$ cat src/rtl/nbr_table_writer_if.sv
`default_nettype none
// ============================================================================
// nbr_table_writer_if: update handshake plus word-memory port bundle
// Revision 1.0
// ============================================================================
interface nbr_table_writer_if;
  logic        en;
  logic        in_valid;
  logic        in_ready;
  logic [15:0] nbr_id;
  logic [15:0] nbr_q;
  logic [15:0] data_in;
  logic [10:0] address;
  logic        wr_en;
  logic [15:0] data_out;
  logic        done;
  logic        hit;
  logic        overflow;

  modport slave (
    input  en, in_valid, nbr_id, nbr_q, data_in,
    output in_ready, address, wr_en, data_out, done, hit, overflow
  );

  modport master (
    output en, in_valid, nbr_id, nbr_q, data_in,
    input  in_ready, address, wr_en, data_out, done, hit, overflow
  );
endinterface
`default_nettype wire

$ cat src/rtl/nbr_table_writer.sv
`default_nettype none
// ============================================================================
// nbr_table_writer: inserts or refreshes one (id, q) pair in a memory-resident neighbor table
// Revision 1.0
// ============================================================================
module nbr_table_writer #(
  parameter int unsigned MAX_NBR  = 16,
  parameter logic [10:0] CNT_ADDR = 11'h274,
  parameter logic [10:0] ID_BASE  = 11'h0A0,
  parameter logic [10:0] Q_BASE   = 11'h132
) (
  input logic               clock,
  input logic               nrst,
  nbr_table_writer_if.slave bus
);
  localparam int unsigned CW = $clog2(MAX_NBR + 1);

  typedef enum logic [2:0] {
    S_IDLE, S_RDCNT, S_CMP, S_WRID, S_WRQ, S_WRCNT, S_DONE
  } state_t;

  state_t        state_q, state_d;
  logic [10:0]   address_q, address_d;
  logic [15:0]   data_out_q, data_out_d;
  logic [15:0]   id_q, id_d;
  logic [15:0]   qv_q, qv_d;
  logic          wr_en_q, wr_en_d;
  logic          done_q, done_d;
  logic          hit_q, hit_d;
  logic          overflow_q, overflow_d;
  logic          match_q, match_d;
  logic [CW-1:0] idx_q, idx_d;
  logic [CW-1:0] count_q, count_d;
  logic [CW-1:0] tgt_q, tgt_d;

  logic          ready;
  logic [CW-1:0] rd_count;
  logic [CW-1:0] idx_inc;
  logic [CW-1:0] dec_count;
  logic          do_append;

  assign ready    = (state_q == S_IDLE) && bus.en;
  // A corrupted stored count larger than the table is treated as a full table.
  assign rd_count = (bus.data_in > 16'(MAX_NBR)) ? CW'(MAX_NBR) : CW'(bus.data_in);
  assign idx_inc  = idx_q + CW'(1);

  assign bus.in_ready = ready;
  assign bus.address  = address_q;
  assign bus.wr_en    = wr_en_q;
  assign bus.data_out = data_out_q;
  assign bus.done     = done_q;
  assign bus.hit      = hit_q;
  assign bus.overflow = overflow_q;

  always_ff @(posedge clock) begin
    if (!nrst) begin
      state_q    <= S_IDLE;
      address_q  <= CNT_ADDR;
      data_out_q <= '0;
      id_q       <= '0;
      qv_q       <= '0;
      wr_en_q    <= 1'b0;
      done_q     <= 1'b0;
      hit_q      <= 1'b0;
      overflow_q <= 1'b0;
      match_q    <= 1'b0;
      idx_q      <= '0;
      count_q    <= '0;
      tgt_q      <= '0;
    end else begin
      state_q    <= state_d;
      address_q  <= address_d;
      data_out_q <= data_out_d;
      id_q       <= id_d;
      qv_q       <= qv_d;
      wr_en_q    <= wr_en_d;
      done_q     <= done_d;
      hit_q      <= hit_d;
      overflow_q <= overflow_d;
      match_q    <= match_d;
      idx_q      <= idx_d;
      count_q    <= count_d;
      tgt_q      <= tgt_d;
    end
  end

  always_comb begin
    state_d    = state_q;
    address_d  = address_q;
    data_out_d = data_out_q;
    id_d       = id_q;
    qv_d       = qv_q;
    wr_en_d    = 1'b0;
    done_d     = 1'b0;
    hit_d      = 1'b0;
    overflow_d = 1'b0;
    match_d    = match_q;
    idx_d      = idx_q;
    count_d    = count_q;
    tgt_d      = tgt_q;
    do_append  = 1'b0;
    dec_count  = count_q;

    case (state_q)
      S_IDLE: begin
        if (bus.in_valid && ready) begin
          id_d      = bus.nbr_id;
          qv_d      = bus.nbr_q;
          match_d   = 1'b0;
          address_d = CNT_ADDR;
          state_d   = S_RDCNT;
        end
      end
      S_RDCNT: begin
        count_d   = rd_count;
        idx_d     = '0;
        dec_count = rd_count;
        if (rd_count == '0) begin
          do_append = 1'b1;
        end else begin
          address_d = ID_BASE;
          state_d   = S_CMP;
        end
      end
      S_CMP: begin
        if (bus.data_in == id_q) begin
          match_d    = 1'b1;
          tgt_d      = idx_q;
          wr_en_d    = 1'b1;
          address_d  = Q_BASE + 11'(idx_q);
          data_out_d = qv_q;
          state_d    = S_WRQ;
        end else if (idx_inc == count_q) begin
          do_append = 1'b1;
        end else begin
          idx_d     = idx_inc;
          address_d = ID_BASE + 11'(idx_inc);
        end
      end
      S_WRID: begin
        wr_en_d    = 1'b1;
        address_d  = Q_BASE + 11'(tgt_q);
        data_out_d = qv_q;
        state_d    = S_WRQ;
      end
      S_WRQ: begin
        if (match_q) begin
          done_d  = 1'b1;
          hit_d   = 1'b1;
          state_d = S_DONE;
        end else begin
          wr_en_d    = 1'b1;
          address_d  = CNT_ADDR;
          data_out_d = 16'(count_q) + 16'd1;
          state_d    = S_WRCNT;
        end
      end
      S_WRCNT: begin
        done_d  = 1'b1;
        state_d = S_DONE;
      end
      S_DONE: begin
        state_d = S_IDLE;
      end
      default: begin
        state_d = S_IDLE;
      end
    endcase

    // Shared by the empty-table exit of S_RDCNT and the no-match exit of S_CMP.
    if (do_append) begin
      if (dec_count == CW'(MAX_NBR)) begin
        done_d     = 1'b1;
        overflow_d = 1'b1;
        state_d    = S_DONE;
      end else begin
        tgt_d      = dec_count;
        wr_en_d    = 1'b1;
        address_d  = ID_BASE + 11'(dec_count);
        data_out_d = id_q;
        state_d    = S_WRID;
      end
    end
  end
endmodule
`default_nettype wire

$ cat src/flat_wrapper.sv
// flat-port wrapper written by rule: the top's interface ports become plain ports
module nbr_table_writer_flat 
#(
  parameter int unsigned MAX_NBR  = 16,
  parameter logic [10:0] CNT_ADDR = 11'h274,
  parameter logic [10:0] ID_BASE  = 11'h0A0,
  parameter logic [10:0] Q_BASE   = 11'h132
)
  (clock, nrst, bus_en, bus_in_valid, bus_nbr_id, bus_nbr_q, bus_data_in, bus_in_ready, bus_address, bus_wr_en, bus_data_out, bus_done, bus_hit, bus_overflow);
  nbr_table_writer_if bus_i ();
  input logic clock;
  input logic nrst;
  input wire logic [$bits(bus_i.en)-1:0] bus_en;
  input wire logic [$bits(bus_i.in_valid)-1:0] bus_in_valid;
  input wire logic [$bits(bus_i.nbr_id)-1:0] bus_nbr_id;
  input wire logic [$bits(bus_i.nbr_q)-1:0] bus_nbr_q;
  input wire logic [$bits(bus_i.data_in)-1:0] bus_data_in;
  output wire logic [$bits(bus_i.in_ready)-1:0] bus_in_ready;
  output wire logic [$bits(bus_i.address)-1:0] bus_address;
  output wire logic [$bits(bus_i.wr_en)-1:0] bus_wr_en;
  output wire logic [$bits(bus_i.data_out)-1:0] bus_data_out;
  output wire logic [$bits(bus_i.done)-1:0] bus_done;
  output wire logic [$bits(bus_i.hit)-1:0] bus_hit;
  output wire logic [$bits(bus_i.overflow)-1:0] bus_overflow;
  assign bus_i.en = bus_en;
  assign bus_i.in_valid = bus_in_valid;
  assign bus_i.nbr_id = bus_nbr_id;
  assign bus_i.nbr_q = bus_nbr_q;
  assign bus_i.data_in = bus_data_in;
  assign bus_in_ready = bus_i.in_ready;
  assign bus_address = bus_i.address;
  assign bus_wr_en = bus_i.wr_en;
  assign bus_data_out = bus_i.data_out;
  assign bus_done = bus_i.done;
  assign bus_hit = bus_i.hit;
  assign bus_overflow = bus_i.overflow;
  nbr_table_writer #(.MAX_NBR(MAX_NBR), .CNT_ADDR(CNT_ADDR), .ID_BASE(ID_BASE), .Q_BASE(Q_BASE)) u_core (.clock(clock), .nrst(nrst), .bus(bus_i));
endmodule
$ cat config.mk
export PLATFORM = sky130hd
export DESIGN_NAME = nbr_table_writer_flat
export DESIGN_NICKNAME = d
export VERILOG_FILES = /design/src/rtl/nbr_table_writer_if.sv /design/src/rtl/nbr_table_writer.sv /design/src/flat_wrapper.sv
export SDC_FILE = /design/constraint.sdc
export NUM_CORES = 1
export LEC_CHECK = 0
export CORE_MARGIN = 2
export CORE_UTILIZATION = 47
export DETAILED_ROUTE_END_ITERATION = 12
export GPL_ROUTABILITY_DRIVEN = 0
export GPL_TIMING_DRIVEN = 1
export HOLD_SLACK_MARGIN = 0.1
export PLACE_DENSITY = 0.77
export SYNTH_ARGS = -nofsm -noshare
export SYNTH_HDL_FRONTEND = slang
export SYNTH_SLANG_ARGS = --single-unit
export TNS_END_PERCENT = 50
$ cat constraint.sdc
create_clock -name clock -period 2.4 [get_ports clock]
set_input_delay 0.24 -clock clock [delete_from_list [all_inputs] [get_ports clock]]
set_output_delay 0.24 -clock clock [all_outputs]
set_load 0.01 [all_outputs]
==> flow_metrics.env, run 1 <==
export IMPL_pre_cts_ws_ns=-0.3418
export IMPL_hp_class="in2reg"
export IMPL_setup_viol=0
export IMPL_cp_required_ns=2.69
export IMPL_hpwl_um=8973
export IMPL_arrival_ns=2.62
export IMPL_crit_chain="nor3b_2, buf_4, buf_4, a31o_2, or4_4, nand2_4, buf_12, o21ai_0, o211ai_1"
export IMPL_vias=4215
export IMPL_synth_edf_count=0
export IMPL_root_buffer="clkbuf_8"
export IMPL_ys_ff_latch=82
export IMPL_max_stage_delay_ns=0.55
export IMPL_synth_distinct_cells=59
export IMPL_final_nets=667
export IMPL_rr_worst_depth=9
export IMPL_worstMarginPinSlew_ns=0.6918
export IMPL_report_final_hold_viol_count=0
export IMPL_finClkSkew_ns=0.01494
export IMPL_fmax_mhz=428.8
export IMPL_die_h_um=98.24
export IMPL_io_buffers=83
export IMPL_crit_top_cell="buf_4"
export IMPL_min_period_ns=2.332
export IMPL_wire_per_inst_um=17.10
export IMPL_cap_violations=0
export IMPL_rrSetupSlack_ns=0.07
export IMPL_yosys_area_top_type="dfxtp_1"
export IMPL_via_per_inst=5.822
export IMPL_ys_async_sr_fraction_pct=0
export IMPL_antennaDiodeCount=0
export IMPL_io_pins=84
export IMPL_synthFlopType="dfxtp_1"
export IMPL_tritoncts="done"
export IMPL_ys_seq_area_share_pct=39.33
export IMPL_cts_made_buffers=9
export IMPL_finish_utilization_pct=65.79
export IMPL_reg2reg_from="u_core.state_q[1]"
export IMPL_initial_core_util_pct=48.10
export IMPL_drc=0
export IMPL_slew_viol_final=0
export IMPL_end_kind="register"
export IMPL_relSlewSlack_pct=53.39
export IMPL_grt_pass1_vias=4067
export IMPL_first_pass_iters=8
export IMPL_syn_num_nets=557
export IMPL_num_rows=34
export IMPL_chipWidth_um=98.24
export IMPL_grt_max_degree=60
export IMPL_vdd_ir_drop_worst_uv=283.2
export IMPL_clock_sinks=82
export IMPL_start_kind="register"
export IMPL_synthesis_area_sq_um=4174
export IMPL_path_max_fanout=23
export IMPL_drive_gt1_share_pct=14.94
export IMPL_p_leak_nw=2.294
export IMPL_synth_area_leaders="dfxtp_1, nand2_1, a21boi_0, xnor2_1, nand3_1"
export IMPL_hold_end="u_core.bus.address[9]"
export IMPL_ys_warnings_count=0
export IMPL_min_delay_start="nrst"
export IMPL_hold_buffers=0
export IMPL_totalWireLength_um=12380
export IMPL_coreArea_sq_um=8678
export IMPL_worst_path_max_delay_cell="or4_4"
export IMPL_reg2reg_to="u_core.bus.address[4]"
export IMPL_syn_inst=501
export IMPL_whs_path_depth=2
export IMPL_grt_pass1_wl_um=19700
export IMPL_powerDensity_nw_per_um2=559.3
export IMPL_grt_overflow=0
export IMPL_outcome="complete, no violations"
export IMPL_grt_usage_pct=25.33
export IMPL_htree_num_levels=3
export IMPL_timing_final_ws_setup_ns=0.06784
export IMPL_synthToLayoutAreaGrowth_pct=36.78
export IMPL_post_route_period_util_pct=97.17
export IMPL_fp_dieArea_sq_um=9651
export IMPL_synth_top_area_share_pct=39.33
export IMPL_first_iter_violations=308
export IMPL_worst_setup_path_type="reg2reg"
export IMPL_avgSynthCellArea_sq_um=8.331
export IMPL_grt_antenna_before_repair=0
export IMPL_clk_pin_slew_ns=0.09
export IMPL_insertion_delay_ns=0.36
export IMPL_clk_path_buf_depth=2
export IMPL_antenna_left=0
## flip-flops by register name, summed over array words and instances, names as in the netlist
| name | flops |
|---|---|
| u_core.bus.data_out | 16 |
| u_core.id_q | 16 |
| u_core.qv_q | 16 |
| u_core.bus.address | 11 |
| u_core.count_q | 5 |
| u_core.idx_q | 5 |
| u_core.tgt_q | 5 |
| u_core.state_q | 3 |
| u_core.bus.done | 1 |
| u_core.bus.hit | 1 |
| u_core.bus.overflow | 1 |
| u_core.bus.wr_en | 1 |
| u_core.match_q | 1 |
## per-stage QoR
stage	TNS [ns]	area, sq um	hold slack, ns	power [mW]	instances
after floorplan	0	4174	0.3849	1.712	501
after global routing	-0.01311	5709	0.2052	3.309	724
after CTS	0	5625	0.1901	3.177	722
final	0	5709	0.2055	3.193	724
after global placement	-7.559	5364	0.4175	1.932	706
after detailed placement	-10.32	5364	0.4397	1.944	706
## final cells by class
cell class / count / area [sq um]
clock buffers: 12 / 155.1
clock inverters: 4 / 97.59
fillers: 727 / 2969
inverters: 3 / 11.26
multi-input cells: 381 / 2426
flip-flops and latches: 82 / 1643
well taps: 108 / 135.1
repair buffers: 134 / 1241
## report_power, final
part | leakage, nW | switching, mW | internal (mW)
Clock | 0.123 | 0.500 | 0.749
Sequential | 0.666 | 0.0473 | 1.41
Combinational | 1.51 | 0.238 | 0.251
## per-layer routing
metal  global-route usage, %  part of all wire, %
met5                       0                    0
met4                   9.905                  2.8
met3                   4.724                  7.9
met2                   41.46                   48
met1                   33.20                   41
## cell usage in the layout, fill, tap and decap left out, drive strengths merged, types with 2 or more instances in the layout
| master | Yosys | final |
|---|---|---|
| a211oi | 3 | 3 |
| a221oi | 9 | 9 |
| ha | 4 | 4 |
| a21oi | 21 | 21 |
| nand2 | 104 | 104 |
| clkdlybuf4s50 | 0 | 82 |
| a21boi | 39 | 39 |
| nor2 | 27 | 27 |
| clkbuf | 22 | 12 |
| o21ai | 23 | 23 |
| buf | 14 | 52 |
| nand2b | 3 | 3 |
| nand3 | 28 | 28 |
| nor3b | 2 | 3 |
| o22ai | 2 | 2 |
| o211a | 11 | 11 |
| xor2 | 5 | 5 |
| dfxtp | 82 | 82 |
| o211ai | 2 | 2 |
| bufinv | 0 | 3 |
| a31oi | 3 | 3 |
| a31o | 3 | 3 |
| and2 | 7 | 7 |
| or4 | 5 | 5 |
| nor4 | 2 | 2 |
| o21a | 2 | 2 |
| a22oi | 2 | 2 |
| nand3b | 4 | 4 |
| and3 | 4 | 4 |
| nor4b | 2 | 2 |
| nor2b | 10 | 10 |
| and4 | 2 | 2 |
| nor3 | 4 | 4 |
| inv | 3 | 3 |
| mux2i | 5 | 5 |
| nand4 | 5 | 5 |
| xnor2 | 22 | 22 |
## worst max-delay path by stage
| stage | start | end | cells past startpoint |
|---|---|---|---|
| after CTS | u_core.idx_q[0] | u_core.bus.data_out[0] | 10 |
| final | u_core.state_q[1] | u_core.bus.address[4] | 9 |
| after global routing | bus_data_in[14] | u_core.bus.data_out[5] | 9 |
| after detailed placement | bus_data_in[12] | u_core.bus.data_out[0] | 10 |
| after global placement | bus_data_in[15] | u_core.bus.data_out[12] | 9 |
| after floorplan | u_core.idx_q[1] | u_core.bus.address[6] | 9 |
## repair_timing
item / in CTS / in global routing
pin swaps: 0 / 6
gates cloned: 0 / 1
endpoints found under the setup margin: 28 / 30
gates resized for setup: 2 / 12
setup buffers: 0 / 1
## critical path: cells and delay by family (launching register included)
| family | cells | cell delay (ns) |
|---|---|---|
| flip-flops | 1 | 0.45 |
| AND/OR/NAND/NOR | 3 | 0.82 |
| buffers and inverters | 3 | 0.46 |
| AO/OA/AOI/OAI | 3 | 0.52 |
## cell usage after synthesis, drive strengths merged, types with 7 or more instances
library cell    n
and2            7
clkbuf         22
nor2b          10
a21oi          21
nor2           27
a21boi         39
buf            14
nand2         104
nand3          28
o211a          11
xnor2          22
a221oi          9
dfxtp          82
o21ai          23
## cell families (layout without fill, tap and decap cells)
family          Yosys count  in the layout  share of synthesized area (%)
fa+ha+maj                 4              4                          1.199
buf+inv                  39            153                          4.376
flops                    82             82                          39.33
simple gates            212            213                          24.85
mux                       6              6                          1.469
xor+xnor                 27             27                          5.665
compound gates          131            131                          23.11
No activity file was read; power rests on OpenSTA's default activity.
==> run 2: changes to the inputs <==
Settings changed: SETUP_SLACK_MARGIN set to 0.4.
==> flow_metrics.env, run 2 (synthesis results as in run 1) <==
export IMPL_io_pins=84
export IMPL_whs_path_depth=4
export IMPL_rrSetupSlack_ns=0.10
export IMPL_grt_overflow=0
export IMPL_clk_pin_slew_ns=0.08
export IMPL_first_iter_violations=255
export IMPL_worst_path_max_delay_cell="or3_4"
export IMPL_cts_made_buffers=9
export IMPL_worstMarginPinSlew_ns=0.6269
export IMPL_grt_max_degree=71
export IMPL_tritoncts="done"
export IMPL_min_period_ns=2.295
export IMPL_rr_worst_depth=9
export IMPL_insertion_delay_ns=0.36
export IMPL_via_per_inst=5.780
export IMPL_final_cell_mix="nand2_1, clkdlybuf4s50_1, dfxtp_1, buf_4, a21boi_0"
export IMPL_grt_pass1_wl_um=20450
export IMPL_p_leak_nw=2.394
export IMPL_initial_core_util_pct=48.10
export IMPL_setup_viol=0
export IMPL_clk_path_buf_depth=2
export IMPL_finClkSkew_ns=0.007400
export IMPL_arrival_ns=2.54
export IMPL_antennaDiodeCount=0
export IMPL_slew_viol_final=0
export IMPL_min_delay_start="nrst"
export IMPL_hp_class="in2reg"
export IMPL_fp_dieArea_sq_um=9651
export IMPL_path_max_fanout=5
export IMPL_outcome="complete, no violations"
export IMPL_post_route_period_util_pct=95.63
export IMPL_reg2reg_from="u_core.idx_q[1]"
export IMPL_tns_ns=0
export IMPL_rsz0062_at_grt="true"
export IMPL_die_h_um=98.24
export IMPL_placedInstanceArea_sq_um=5431
export IMPL_layout_commonest_cell="nand2_1"
export IMPL_cap_violations=0
export IMPL_drive_gt1_share_pct=20.49
export IMPL_reg2reg_to="u_core.bus.address[6]"
export IMPL_worst_setup_path_type="reg2reg"
export IMPL_relSlewSlack_pct=58.21
export IMPL_grt_usage_pct=26.35
export IMPL_totalWireLength_um=12540
export IMPL_root_buffer="clkbuf_8"
export IMPL_start_kind="register"
export IMPL_antenna_left=0
export IMPL_drc=0
export IMPL_finalInstanceArea_sq_um=5847
export IMPL_chipWidth_um=98.24
export IMPL_cp_required_ns=2.64
export IMPL_grt_pass1_vias=4094
export IMPL_vdd_ir_drop_worst_uv=367.9
export IMPL_clock_sinks=82
export IMPL_crit_chain="ha_4, nor3b_1, o21a_1, o311ai_4, buf_6, o31ai_4, or3_4, a2111oi_4, a21oi_1"
export IMPL_hold_end="u_core.bus.address[6]"
export IMPL_instances_no_fill=723
export IMPL_coreArea_sq_um=8678
export IMPL_final_nets=667
export IMPL_synthToLayoutAreaGrowth_pct=40.08
export IMPL_num_rows=34
export IMPL_max_stage_delay_ns=0.40
export IMPL_wire_per_inst_um=17.34
export IMPL_fmax_mhz=435.7
export IMPL_report_final_hold_viol_count=0
export IMPL_htree_num_levels=3
export IMPL_powerDensity_nw_per_um2=508.6
export IMPL_end_kind="register"
export IMPL_dpl_cell_count=699
export IMPL_io_buffers=83
export IMPL_first_pass_iters=5
export IMPL_total_power_mw=2.974
export IMPL_hpwl_um=9201
export IMPL_fillers=703
export IMPL_vias=4179
export IMPL_grt_antenna_before_repair=0
[run 2: report_power, final]
group	total, mW	switching (mW)	leakage, nW	internal [mW]
combinational	0.494	0.244	1.63	0.250
sequential	1.46	0.0474	0.667	1.41
clock	1.02	0.518	0.0994	0.506
total	2.97	0.809	2.39	2.17
[run 2: final cells by class]
class | count | area, sq um | area share (%)
clock buffers | 11 | 141.4 | 2.418
clock inverters | 4 | 52.55 | 0.8988
inverters | 3 | 11.26 | 0.1926
multi-input cells | 380 | 2605 | 44.55
flip-flops and latches | 82 | 1649 | 28.20
well taps | 108 | 135.1 | 2.311
repair buffers | 135 | 1252 | 21.42
[run 2: how the worst max path moves through the flow]
| stage | cells past startpoint | slack (ns) | startpoint | to |
|---|---|---|---|---|
| finish | 9 | 0.10 | u_core.idx_q[1] | u_core.bus.address[6] |
| global route | 8 | 0.06 | bus_data_in[14] | u_core.bus.data_out[4] |
| CTS | 9 | 0.11 | u_core.idx_q[1] | u_core.bus.address[6] |
| detailed placement | 9 | -0.31 | bus_data_in[14] | u_core.bus.data_out[5] |
| global placement | 9 | -0.22 | bus_data_in[14] | u_core.bus.data_out[2] |
| floorplan | 9 | 0.12 | u_core.idx_q[1] | u_core.bus.address[6] |
[run 2: timing repair]
action | in CTS | in global routing
setup endpoints to repair | 44 | 44
resized for setup | 34 | 7
pin swaps | 14 | 1
hold buffers | 0 | 0
setup buffers | 8 | 1
[run 2: critical path: cells and delay by family (launching register included)]
kind / cells / cell delay [ns]
AO/OA/AOI/OAI: 5 / 0.94
AND/OR/NAND/NOR: 2 / 0.54
flip-flops: 1 / 0.37
adder cells (fa/ha/maj): 1 / 0.18
buffers and inverters: 1 / 0.16
[run 2: routing by layer]
| layer | vias up | track usage, % | wire (um) |
|---|---|---|---|
| met2 | 187 | 45.36 | 6280 |
| met5 | - | 0 | 0 |
| met3 | 26 | 5.082 | 837 |
| li1 | 1980 | - | - |
| met1 | 1986 | 32.93 | 5166 |
| met4 | 0 | 9.484 | 250 |
[run 2: through the flow]
stage	worst slack, ns	hold slack [ns]	util (%)
3_3_place_gp	-0.2216	0.4185	62.59
2_1_floorplan	0.1249	0.3849	-
5_1_grt	0.05644	0.3376	67.37
4_1_cts	0.1131	0.3227	66.91
6_report	0.1050	0.3357	67.37
3_5_place_dp	-0.3061	0.4346	62.59
